## src/rtl/pci_ad_sequencer_pkg.sv

```systemverilog
// Shared types and constants for the PCI AD-bus sequencer.
package pci_ad_sequencer_pkg;

  typedef enum logic [2:0] {
    IDLE  = 3'd0,
    CADDR = 3'd1,
    CDATA = 3'd2,
    CTURN = 3'd3,
    DADDR = 3'd4,
    DDATA = 3'd5,
    DTURN = 3'd6
  } seq_state_t;

  localparam logic PCI_DIR_TO_PCI   = 1'b1;
  localparam logic PCI_DIR_TO_AMIGA = 1'b0;

  // Bits needed to hold the values 0..max_val.
  function automatic int cnt_width(input int max_val);
    return (max_val < 2) ? 1 : $clog2(max_val + 1);
  endfunction

endpackage

```

## src/rtl/pci_ad_sequencer_if.sv

```systemverilog
// Bus bundle between the sequencer and the PCI/CPU/arbiter side.
// master = the sequencer, slave = the surrounding bus environment.
interface pci_ad_sequencer_if;
  logic CPU_REQn;
  logic CPU_RWn;
  logic DMA_GNTn;
  logic FRAMEn;
  logic IRDYn;
  logic TRDYn;
  logic STOPn;
  logic DEVSELn;
  logic PCICYCLEn;
  logic ADLATCH;
  logic ALATCH;
  logic PCI_DIR;
  logic AD_ENn;
  logic CPU_ACKn;
  logic CPU_RETRYn;
  logic CPU_ERRn;

  modport master (
    input  CPU_REQn, CPU_RWn, DMA_GNTn, FRAMEn, IRDYn, TRDYn, STOPn, DEVSELn,
    output PCICYCLEn, ADLATCH, ALATCH, PCI_DIR, AD_ENn, CPU_ACKn, CPU_RETRYn, CPU_ERRn
  );

  modport slave (
    output CPU_REQn, CPU_RWn, DMA_GNTn, FRAMEn, IRDYn, TRDYn, STOPn, DEVSELn,
    input  PCICYCLEn, ADLATCH, ALATCH, PCI_DIR, AD_ENn, CPU_ACKn, CPU_RETRYn, CPU_ERRn
  );
endinterface

```

## src/rtl/pci_ad_sequencer_cycle_counter.sv

```systemverilog
// Loadable saturating up/down counter used for address-phase length,
// DEVSEL wait and target timeout.
module pci_cycle_counter #(
  parameter int              WIDTH = 8,
  parameter logic [WIDTH-1:0] LIMIT = {WIDTH{1'b1}}
) (
  input  logic             clk,
  input  logic             rst_n,
  input  logic             clr,
  input  logic             load,
  input  logic [WIDTH-1:0] load_val,
  input  logic             en,
  input  logic             up,
  output logic [WIDTH-1:0] count
);

  // Clear beats load beats count; up stops at LIMIT, down stops at zero.
  always_ff @(posedge clk or negedge rst_n) begin
    if (!rst_n) begin
      count <= '0;
    end else if (clr) begin
      count <= '0;
    end else if (load) begin
      count <= load_val;
    end else if (en) begin
      if (up) begin
        if (count != LIMIT) count <= count + WIDTH'(1);
      end else if (count != '0) begin
        count <= count - WIDTH'(1);
      end
    end
  end

endmodule

```

## src/rtl/pci_ad_sequencer.sv

```systemverilog
// PCI AD-bus sequencer: runs CPU-initiated PCI cycles and passes DMA
// addresses from external PCI masters onto the Amiga bus.
// Optional feature: `define PCI_TARGET_TIMEOUT_EN adds a target timeout
// that aborts CDATA once a claimed target stalls for 2**TO_WIDTH-1 clocks.
module pci_ad_sequencer
  import pci_ad_sequencer_pkg::*;
#(
  parameter int ADDR_CYCLES  = 1,
  parameter int DEVSEL_LIMIT = 5,
  parameter int TO_WIDTH     = 8
) (
  input logic                CLK40,
  input logic                RESETn,
  pci_ad_sequencer_if.master bus
);

  localparam int              AW          = 2;
  localparam int              DW          = cnt_width(DEVSEL_LIMIT);
  localparam logic [AW-1:0]   ADDR_LOAD   = AW'(ADDR_CYCLES - 1);
  localparam logic [DW-1:0]   DEVSEL_MAX  = DW'(DEVSEL_LIMIT);
  localparam logic [DW-1:0]   DEVSEL_LAST = DW'(DEVSEL_LIMIT - 1);

  if (ADDR_CYCLES < 1 || ADDR_CYCLES > 4 || DEVSEL_LIMIT < 1 || TO_WIDTH < 1) begin : g_param_check
    $error("pci_ad_sequencer: parameter out of range");
  end

  seq_state_t    state, state_nxt;
  logic          rd_q;       // latched CPU_RWn: 1 = read
  logic          claimed_q;  // a target has asserted DEVSELn in this CDATA
  logic [AW-1:0] addr_cnt;
  logic [DW-1:0] devsel_cnt;
  logic          dev_abort;
  logic          target_timeout;

  logic pcicycle_q, adlatch_q, alatch_q, pci_dir_q, ad_en_q, ack_q, retry_q, err_q;
  logic pcicycle_nxt, adlatch_nxt, alatch_nxt, pci_dir_nxt, ad_en_nxt, ack_nxt, retry_nxt, err_nxt;

  pci_cycle_counter #(.WIDTH(AW), .LIMIT({AW{1'b1}})) u_addr_cnt (
    .clk(CLK40), .rst_n(RESETn), .clr(1'b0), .load(state == IDLE), .load_val(ADDR_LOAD),
    .en(state == CADDR), .up(1'b0), .count(addr_cnt)
  );

  pci_cycle_counter #(.WIDTH(DW), .LIMIT(DEVSEL_MAX)) u_devsel_cnt (
    .clk(CLK40), .rst_n(RESETn), .clr(state_nxt == IDLE), .load(1'b0), .load_val('0),
    .en(state == CDATA), .up(1'b1), .count(devsel_cnt)
  );

  // Master abort: nobody claimed the cycle within DEVSEL_LIMIT CDATA clocks.
  assign dev_abort = (state == CDATA) && !claimed_q && bus.DEVSELn && (devsel_cnt == DEVSEL_LAST);

`ifdef PCI_TARGET_TIMEOUT_EN
  logic [TO_WIDTH-1:0] to_cnt;

  pci_cycle_counter #(.WIDTH(TO_WIDTH), .LIMIT({TO_WIDTH{1'b1}})) u_to_cnt (
    .clk(CLK40), .rst_n(RESETn), .clr(state_nxt == IDLE), .load(1'b0), .load_val('0),
    .en((state == CDATA) && (claimed_q || !bus.DEVSELn)), .up(1'b1), .count(to_cnt)
  );

  assign target_timeout = (state == CDATA) && claimed_q && (&to_cnt) && bus.TRDYn && bus.STOPn;
`else
  assign target_timeout = 1'b0;
`endif

  // State, latched direction, claim flag and registered outputs.
  always_ff @(posedge CLK40 or negedge RESETn) begin
    if (!RESETn) begin
      state      <= IDLE;
      rd_q       <= 1'b0;
      claimed_q  <= 1'b0;
      pcicycle_q <= 1'b1;
      adlatch_q  <= 1'b0;
      alatch_q   <= 1'b0;
      pci_dir_q  <= PCI_DIR_TO_AMIGA;
      ad_en_q    <= 1'b1;
      ack_q      <= 1'b1;
      retry_q    <= 1'b1;
      err_q      <= 1'b1;
    end else begin
      state      <= state_nxt;
      if (state == IDLE) rd_q <= bus.CPU_RWn;
      if (state == IDLE) claimed_q <= 1'b0;
      else if (state == CDATA && !bus.DEVSELn) claimed_q <= 1'b1;
      pcicycle_q <= pcicycle_nxt;
      adlatch_q  <= adlatch_nxt;
      alatch_q   <= alatch_nxt;
      pci_dir_q  <= pci_dir_nxt;
      ad_en_q    <= ad_en_nxt;
      ack_q      <= ack_nxt;
      retry_q    <= retry_nxt;
      err_q      <= err_nxt;
    end
  end

  // Next-state decode; DMA address phase wins over a simultaneous CPU request.
  always_comb begin
    state_nxt = state;
    unique case (state)
      IDLE: begin
        if (!bus.FRAMEn && !bus.DMA_GNTn) state_nxt = DADDR;
        else if (!bus.CPU_REQn)           state_nxt = CADDR;
      end
      CADDR: if (addr_cnt == '0) state_nxt = CDATA;
      CDATA: if (!bus.TRDYn || !bus.STOPn || dev_abort || target_timeout) state_nxt = CTURN;
      CTURN: state_nxt = IDLE;
      DADDR: state_nxt = DDATA;
      DDATA: if (bus.FRAMEn && bus.IRDYn) state_nxt = DTURN;
      DTURN: state_nxt = IDLE;
      default: state_nxt = IDLE;
    endcase
  end

  // Output decode from the upcoming state so outputs line up with it.
  always_comb begin
    pcicycle_nxt = 1'b1;
    adlatch_nxt  = 1'b0;
    alatch_nxt   = 1'b0;
    pci_dir_nxt  = PCI_DIR_TO_AMIGA;
    ad_en_nxt    = 1'b1;
    ack_nxt      = 1'b1;
    retry_nxt    = 1'b1;
    err_nxt      = 1'b1;
    case (state_nxt)
      CADDR: begin
        pcicycle_nxt = 1'b0;
        ad_en_nxt    = 1'b0;
        pci_dir_nxt  = PCI_DIR_TO_PCI;
      end
      CDATA: begin
        pcicycle_nxt = 1'b0;
        if (!rd_q) begin
          ad_en_nxt   = 1'b0;
          pci_dir_nxt = PCI_DIR_TO_PCI;
        end else begin
          // First read data clock is the AD turnaround: keep the buffer off.
          ad_en_nxt = (state == CADDR);
        end
      end
      DADDR: adlatch_nxt = 1'b1;
      DDATA: begin
        alatch_nxt = 1'b1;
        ad_en_nxt  = bus.IRDYn && bus.TRDYn;
      end
      DTURN: alatch_nxt = 1'b1;
      default: ;
    endcase
    if (state == CDATA) begin
      if (!bus.TRDYn)                         ack_nxt   = 1'b0;
      else if (!bus.STOPn)                    retry_nxt = 1'b0;
      else if (dev_abort || target_timeout)   err_nxt   = 1'b0;
    end
  end

  assign bus.PCICYCLEn  = pcicycle_q;
  assign bus.ADLATCH    = adlatch_q;
  assign bus.ALATCH     = alatch_q;
  assign bus.PCI_DIR    = pci_dir_q;
  assign bus.AD_ENn     = ad_en_q;
  assign bus.CPU_ACKn   = ack_q;
  assign bus.CPU_RETRYn = retry_q;
  assign bus.CPU_ERRn   = err_q;

endmodule

```

## src/flat_wrapper.sv

```systemverilog
// flat-port wrapper written by rule: the top's interface ports become plain ports
module pci_ad_sequencer_flat import pci_ad_sequencer_pkg::*;
#(
  parameter int ADDR_CYCLES  = 1,
  parameter int DEVSEL_LIMIT = 5,
  parameter int TO_WIDTH     = 8
)
  (CLK40, RESETn, bus_CPU_REQn, bus_CPU_RWn, bus_DMA_GNTn, bus_FRAMEn, bus_IRDYn, bus_TRDYn, bus_STOPn, bus_DEVSELn, bus_PCICYCLEn, bus_ADLATCH, bus_ALATCH, bus_PCI_DIR, bus_AD_ENn, bus_CPU_ACKn, bus_CPU_RETRYn, bus_CPU_ERRn);
  pci_ad_sequencer_if bus_i ();
  input logic CLK40;
  input logic RESETn;
  input wire logic [$bits(bus_i.CPU_REQn)-1:0] bus_CPU_REQn;
  input wire logic [$bits(bus_i.CPU_RWn)-1:0] bus_CPU_RWn;
  input wire logic [$bits(bus_i.DMA_GNTn)-1:0] bus_DMA_GNTn;
  input wire logic [$bits(bus_i.FRAMEn)-1:0] bus_FRAMEn;
  input wire logic [$bits(bus_i.IRDYn)-1:0] bus_IRDYn;
  input wire logic [$bits(bus_i.TRDYn)-1:0] bus_TRDYn;
  input wire logic [$bits(bus_i.STOPn)-1:0] bus_STOPn;
  input wire logic [$bits(bus_i.DEVSELn)-1:0] bus_DEVSELn;
  output wire logic [$bits(bus_i.PCICYCLEn)-1:0] bus_PCICYCLEn;
  output wire logic [$bits(bus_i.ADLATCH)-1:0] bus_ADLATCH;
  output wire logic [$bits(bus_i.ALATCH)-1:0] bus_ALATCH;
  output wire logic [$bits(bus_i.PCI_DIR)-1:0] bus_PCI_DIR;
  output wire logic [$bits(bus_i.AD_ENn)-1:0] bus_AD_ENn;
  output wire logic [$bits(bus_i.CPU_ACKn)-1:0] bus_CPU_ACKn;
  output wire logic [$bits(bus_i.CPU_RETRYn)-1:0] bus_CPU_RETRYn;
  output wire logic [$bits(bus_i.CPU_ERRn)-1:0] bus_CPU_ERRn;
  assign bus_i.CPU_REQn = bus_CPU_REQn;
  assign bus_i.CPU_RWn = bus_CPU_RWn;
  assign bus_i.DMA_GNTn = bus_DMA_GNTn;
  assign bus_i.FRAMEn = bus_FRAMEn;
  assign bus_i.IRDYn = bus_IRDYn;
  assign bus_i.TRDYn = bus_TRDYn;
  assign bus_i.STOPn = bus_STOPn;
  assign bus_i.DEVSELn = bus_DEVSELn;
  assign bus_PCICYCLEn = bus_i.PCICYCLEn;
  assign bus_ADLATCH = bus_i.ADLATCH;
  assign bus_ALATCH = bus_i.ALATCH;
  assign bus_PCI_DIR = bus_i.PCI_DIR;
  assign bus_AD_ENn = bus_i.AD_ENn;
  assign bus_CPU_ACKn = bus_i.CPU_ACKn;
  assign bus_CPU_RETRYn = bus_i.CPU_RETRYn;
  assign bus_CPU_ERRn = bus_i.CPU_ERRn;
  pci_ad_sequencer #(.ADDR_CYCLES(ADDR_CYCLES), .DEVSEL_LIMIT(DEVSEL_LIMIT), .TO_WIDTH(TO_WIDTH)) u_core (.CLK40(CLK40), .RESETn(RESETn), .bus(bus_i));
endmodule
```

## config.mk

```make
export PLATFORM = sky130hd
export DESIGN_NAME = pci_ad_sequencer_flat
export DESIGN_NICKNAME = d
export VERILOG_FILES = /design/src/rtl/pci_ad_sequencer_pkg.sv /design/src/rtl/pci_ad_sequencer_if.sv /design/src/rtl/pci_ad_sequencer_cycle_counter.sv /design/src/rtl/pci_ad_sequencer.sv /design/src/flat_wrapper.sv
export SDC_FILE = /design/constraint.sdc
export NUM_CORES = 1
export LEC_CHECK = 0
export BUFFER_PORTS_ARGS = -buffer_cell sky130_fd_sc_hd__buf_4
export CORE_AREA = 2 2 54 56
export CTS_BUF_LIST = sky130_fd_sc_hd__clkbuf_4 sky130_fd_sc_hd__clkbuf_8
export DETAILED_ROUTE_END_ITERATION = 10
export DIE_AREA = 0 0 56 58
export MAX_ROUTING_LAYER = met4
export PLACE_DENSITY_LB_ADDON = 0.3
export REMOVE_ABC_BUFFERS = 1
export SLEW_MARGIN = 10
export SYNTH_ARGS = -nofsm -noshare
export SYNTH_HDL_FRONTEND = slang
export SYNTH_SLANG_ARGS = --single-unit
```

## constraint.sdc

```tcl
create_clock -name CLK40 -period 3.4 [get_ports CLK40]
set_input_delay 0.68 -clock CLK40 [delete_from_list [all_inputs] [get_ports CLK40]]
set_output_delay 0.68 -clock CLK40 [all_outputs]
set_load 0.005 [all_outputs]
```

==> run summary <==
The run finished with clean final reports. The tools report the post-layout total power as 0.7974 mW. The die covers 0.003248 mm².

The kind of cell with the highest combined delay along the critical path is compound AO/OA/AOI/OAI gates. The final total negative setup slack was 0 ns. Hold timing on the final database bottoms out at a slack of 0.2212 ns. After technology mapping, the gate count stands at 88. The post-CTS setup-driven buffer insertion count was 0; the clock edge transition at the registers on the reported setup and hold paths was 0.11 ns.

In the routed design, unresolved DRC markers number 0. For the effective utilization at floorplan, the log shows 0.3412. Setup violations remaining at the end of the flow were counted as 0. After clock tree synthesis, the repair step resized 0 gates. For the worst-skew pair, the clock arrives at the later sink with an insertion delay of 0.30 ns. Library cell with the largest summed area after synthesis: sky130_fd_sc_hd__dfrtp_1.

At the pin with the least slew margin, the transition time is 0.4769 ns. Root buffer selected by CTS: sky130_fd_sc_hd__clkbuf_4. Along the worst path, the maximum fanout reaches 14. During synthesis, Yosys emitted a total of 0 warnings. The number of nets with antenna violations after detailed routing is 0, and the all-layer global routing usage is 0.1210. The netlist uses 32 different library cells.

The post-route core utilization was 0.4070. For this run, the top clock speed supported by timing is 612.0 MHz. For this run, the post-layout net count is 121. The first detailed-routing pass ran for 4 iterations.

For the number of antenna violations at the first check in global routing, the log shows 0. The worst-case IR drop observed on VDD is 0.0003319 V. Among all cell types in the netlist, the one instantiated most often is sky130_fd_sc_hd__dfrtp_1. The run gives 691 as the via count of the first global-routing pass. The repair_antennas step left the layout with diodes totalling 0. Compared with the post-synthesis result, the final layout area differs by 19.28%. Deepest level of the CTS H-tree: 1. A synthesized cell averages 10.32 µm². Dividing total power by cell area gives a power density of 735.9 mW/mm². Pin placement for this block handled 18 I/O pins. The area share of the largest cell type after synthesis is 0.3581, and the number of buffer cells added on primary ports is 17.

The final hold violation count was 0. Using the TritonRoute via totals, the vias-per-cell ratio works out to 4.942. For the number of slew-limit violations in the final report, the log shows 0.

In this run, CTS created clock tree buffers numbering 3. For this design, the CTS-stage hold fixing added 0 buffers. The fraction of layout instances using a drive strength above 1 was 0.3113.

After synthesis the netlist holds a flip-flop and latch count of 18. The number of synthesized flops with an enable pin came out at 0. Detailed placement HPWL: 1.297 mm. After filler insertion, the fill cell instance count of the layout stands at 266.

Entering global routing, the biggest net connects 19 pins. The final period utilization came out at 0.4806. The final layout contains routed wiring with a total length of 1.695 mm. The detail-routed net length per standard cell was 12.37 µm. For the count of standard-cell rows, the log shows 19. The most used flip-flop cell after synthesis is sky130_fd_sc_hd__dfrtp_1. In this design, the stage delay of the slowest critical-path cell is 0.61 ns. The run gives 12 as the number of DRC violations after detailed-routing iteration 0. The total vias in the final route was 677; the share of the yosys chip area belonging to registers was 0.5028.

Yosys attributes the largest share of cell area to sky130_fd_sc_hd__dfrtp_1 36%, sky130_fd_sc_hd__dfstp_2 14%, sky130_fd_sc_hd__ha_1 5.5%, sky130_fd_sc_hd__inv_1 3.7%, sky130_fd_sc_hd__a21oi_1 3.3%. Worst slew margin relative to its limit: 0.6807. The count of buffer and inverter cells on the critical path was 0.

The setup path with the least slack is of type reg2reg. The clock drives 18 sinks. Number of buffers on the longest clock path: 2. The total area inside the core boundary comes to 0.002663 mm². Element type at the critical path start: a register. The min-delay analysis places its worst path in the category in2async.

By count the netlist is led by 13 x sky130_fd_sc_hd__dfrtp_1, 9 x sky130_fd_sc_hd__inv_1, 8 x sky130_fd_sc_hd__nor2_1. The data arrival at the endpoint of the critical path was 1.88 ns. The number of maximum-capacitance constraint violations was 0; the share of synthesized flip-flops with an asynchronous set or reset was 1.000. For this design the static power due to leakage is 0.4831 nW. At the worst endpoint, the required time is 3.65 ns. The smallest clock period supported by the final layout is computed as 1.634 ns. Routability-driven placement finished with a final weighted congestion of 0.8697. For the final database, setup skew stands at 0.01530 ns.

The floorplan die width came out at 56 µm. Walking the worst path, the cells encountered are nor3_1, a2111oi_2, o21bai_1, a22o_1. The combined area of all synthesized cells was 908.4 µm². Setup repair after global routing left no endpoint under its margin. The kind of end point of the critical path is a register. TritonCTS built the clock tree. The total overflow left after global routing is 0.

The first global-routing pass estimated 2.987 mm of wire. Among all stages on the critical path, the largest delay is contributed by sky130_fd_sc_hd__dfrtp_1. The die boundary height was 58 µm.
per-layer routing:
metal,vias to the layer above,wire [µm],global-route usage
met4,0,8,0.04422
li1,343,-,-
met3,2,60,0.02902
met5,-,0,-
met2,10,842,0.1933
met1,322,784,0.1504
flip-flops by register name (all words and copies together) (netlist names):
register / cells
u_core.bus.CPU_ACKn: 1
u_core.claimed_q: 1
u_core.rd_q: 1
u_core.bus.CPU_ERRn: 1
u_core.u_devsel_cnt.count: 3
u_core.bus.CPU_RETRYn: 1
u_core.u_addr_cnt.count: 2
u_core.state: 3
u_core.bus.PCICYCLEn: 1
u_core.bus.AD_ENn: 1
u_core.bus.ADLATCH: 1
u_core.bus.PCI_DIR: 1
u_core.bus.ALATCH: 1
final timing paths:
kind | start | endpoint | slack [ns] | cells after the start
hold reg to reg | u_core.claimed_q | u_core.claimed_q | 0.52 | 2
max in group asynchronous | RESETn | u_core.bus.CPU_RETRYn | 2.91 | 1
min in group CLK40 | u_core.claimed_q | u_core.claimed_q | 0.52 | 2
setup reg to reg | u_core.state[2] | u_core.bus.PCI_DIR | 1.77 | 4
hold / removal | RESETn | u_core.u_addr_cnt.count[1] | 0.22 | 1
setup / recovery | u_core.state[2] | u_core.bus.PCI_DIR | 1.77 | 4
layout by cell type (no fill, tap or decap):
| master | instances |
|---|---|
| sky130_fd_sc_hd__nor3b_1 | 1 |
| sky130_fd_sc_hd__a2111o_1 | 1 |
| sky130_fd_sc_hd__a211oi_1 | 1 |
| sky130_fd_sc_hd__nor2_1 | 8 |
| sky130_fd_sc_hd__a31oi_2 | 1 |
| sky130_fd_sc_hd__o21bai_1 | 1 |
| sky130_fd_sc_hd__nor4bb_1 | 1 |
| sky130_fd_sc_hd__mux2_2 | 1 |
| sky130_fd_sc_hd__a21oi_2 | 1 |
| sky130_fd_sc_hd__xnor2_1 | 1 |
| sky130_fd_sc_hd__nand4b_1 | 1 |
| sky130_fd_sc_hd__a22o_1 | 1 |
| sky130_fd_sc_hd__nand3_1 | 4 |
| sky130_fd_sc_hd__ha_1 | 4 |
| sky130_fd_sc_hd__nor3_1 | 6 |
| sky130_fd_sc_hd__clkbuf_4 | 4 |
| sky130_fd_sc_hd__buf_4 | 17 |
| sky130_fd_sc_hd__o21ai_1 | 1 |
| sky130_fd_sc_hd__or3b_4 | 1 |
| sky130_fd_sc_hd__nand2b_1 | 1 |
| sky130_fd_sc_hd__nand2_1 | 6 |
| sky130_fd_sc_hd__o32ai_1 | 1 |
| sky130_fd_sc_hd__and4b_1 | 1 |
| sky130_fd_sc_hd__or2_1 | 1 |
| sky130_fd_sc_hd__nor3b_2 | 1 |
| sky130_fd_sc_hd__o21ai_0 | 3 |
| sky130_fd_sc_hd__a21oi_1 | 6 |
| sky130_fd_sc_hd__inv_1 | 9 |
| sky130_fd_sc_hd__a2111oi_2 | 2 |
| sky130_fd_sc_hd__or3_1 | 1 |
| sky130_fd_sc_hd__dfrtp_1 | 13 |
| sky130_fd_sc_hd__dfstp_2 | 5 |
power breakdown:
| part | internal (mW) | leakage (nW) | switching, mW |
|---|---|---|---|
| Clock | 0.0536 | 0.0184 | 0.0674 |
| Combinational | 0.158 | 0.241 | 0.154 |
| Sequential | 0.289 | 0.223 | 0.0759 |
| Total | 0.500 | 0.483 | 0.297 |
cell families (layout without fill, tap and decap cells):
group	after synthesis	count (layout)	share of synthesized area
and+or+nand+nor	33	33	0.1997
AOI/OAI and AO/OA	19	19	0.1598
DFF	18	18	0.5028
buffers and inverters	12	30	0.06060
adders and majority gates	4	4	0.05510
xor gates and xnor gates	1	1	0.009644
muxes	1	1	0.01240
area by class of cell:
| type | count | area (µm²) | share of cell area |
|---|---|---|---|
| clock buffers | 4 | 30.03 | 0.02771 |
| inverters | 9 | 33.78 | 0.03118 |
| multi-input cells | 58 | 396.6 | 0.3661 |
| flip-flops and latches | 18 | 456.7 | 0.4215 |
| well taps | 31 | 38.79 | 0.03580 |
| repair buffers | 17 | 127.6 | 0.1178 |
per-stage QoR:
stage / cells / setup WS (ns) / cell area (µm²)
floorplan: 85 / 1.847 / 887.1
global placement: 133 / 1.637 / 1054
detailed placement: 133 / 1.624 / 1054
CTS: 137 / 1.774 / 1084
global route: 137 / 1.605 / 1084
finish: 137 / 1.766 / 1084
(Power assumes the default switching activity.)
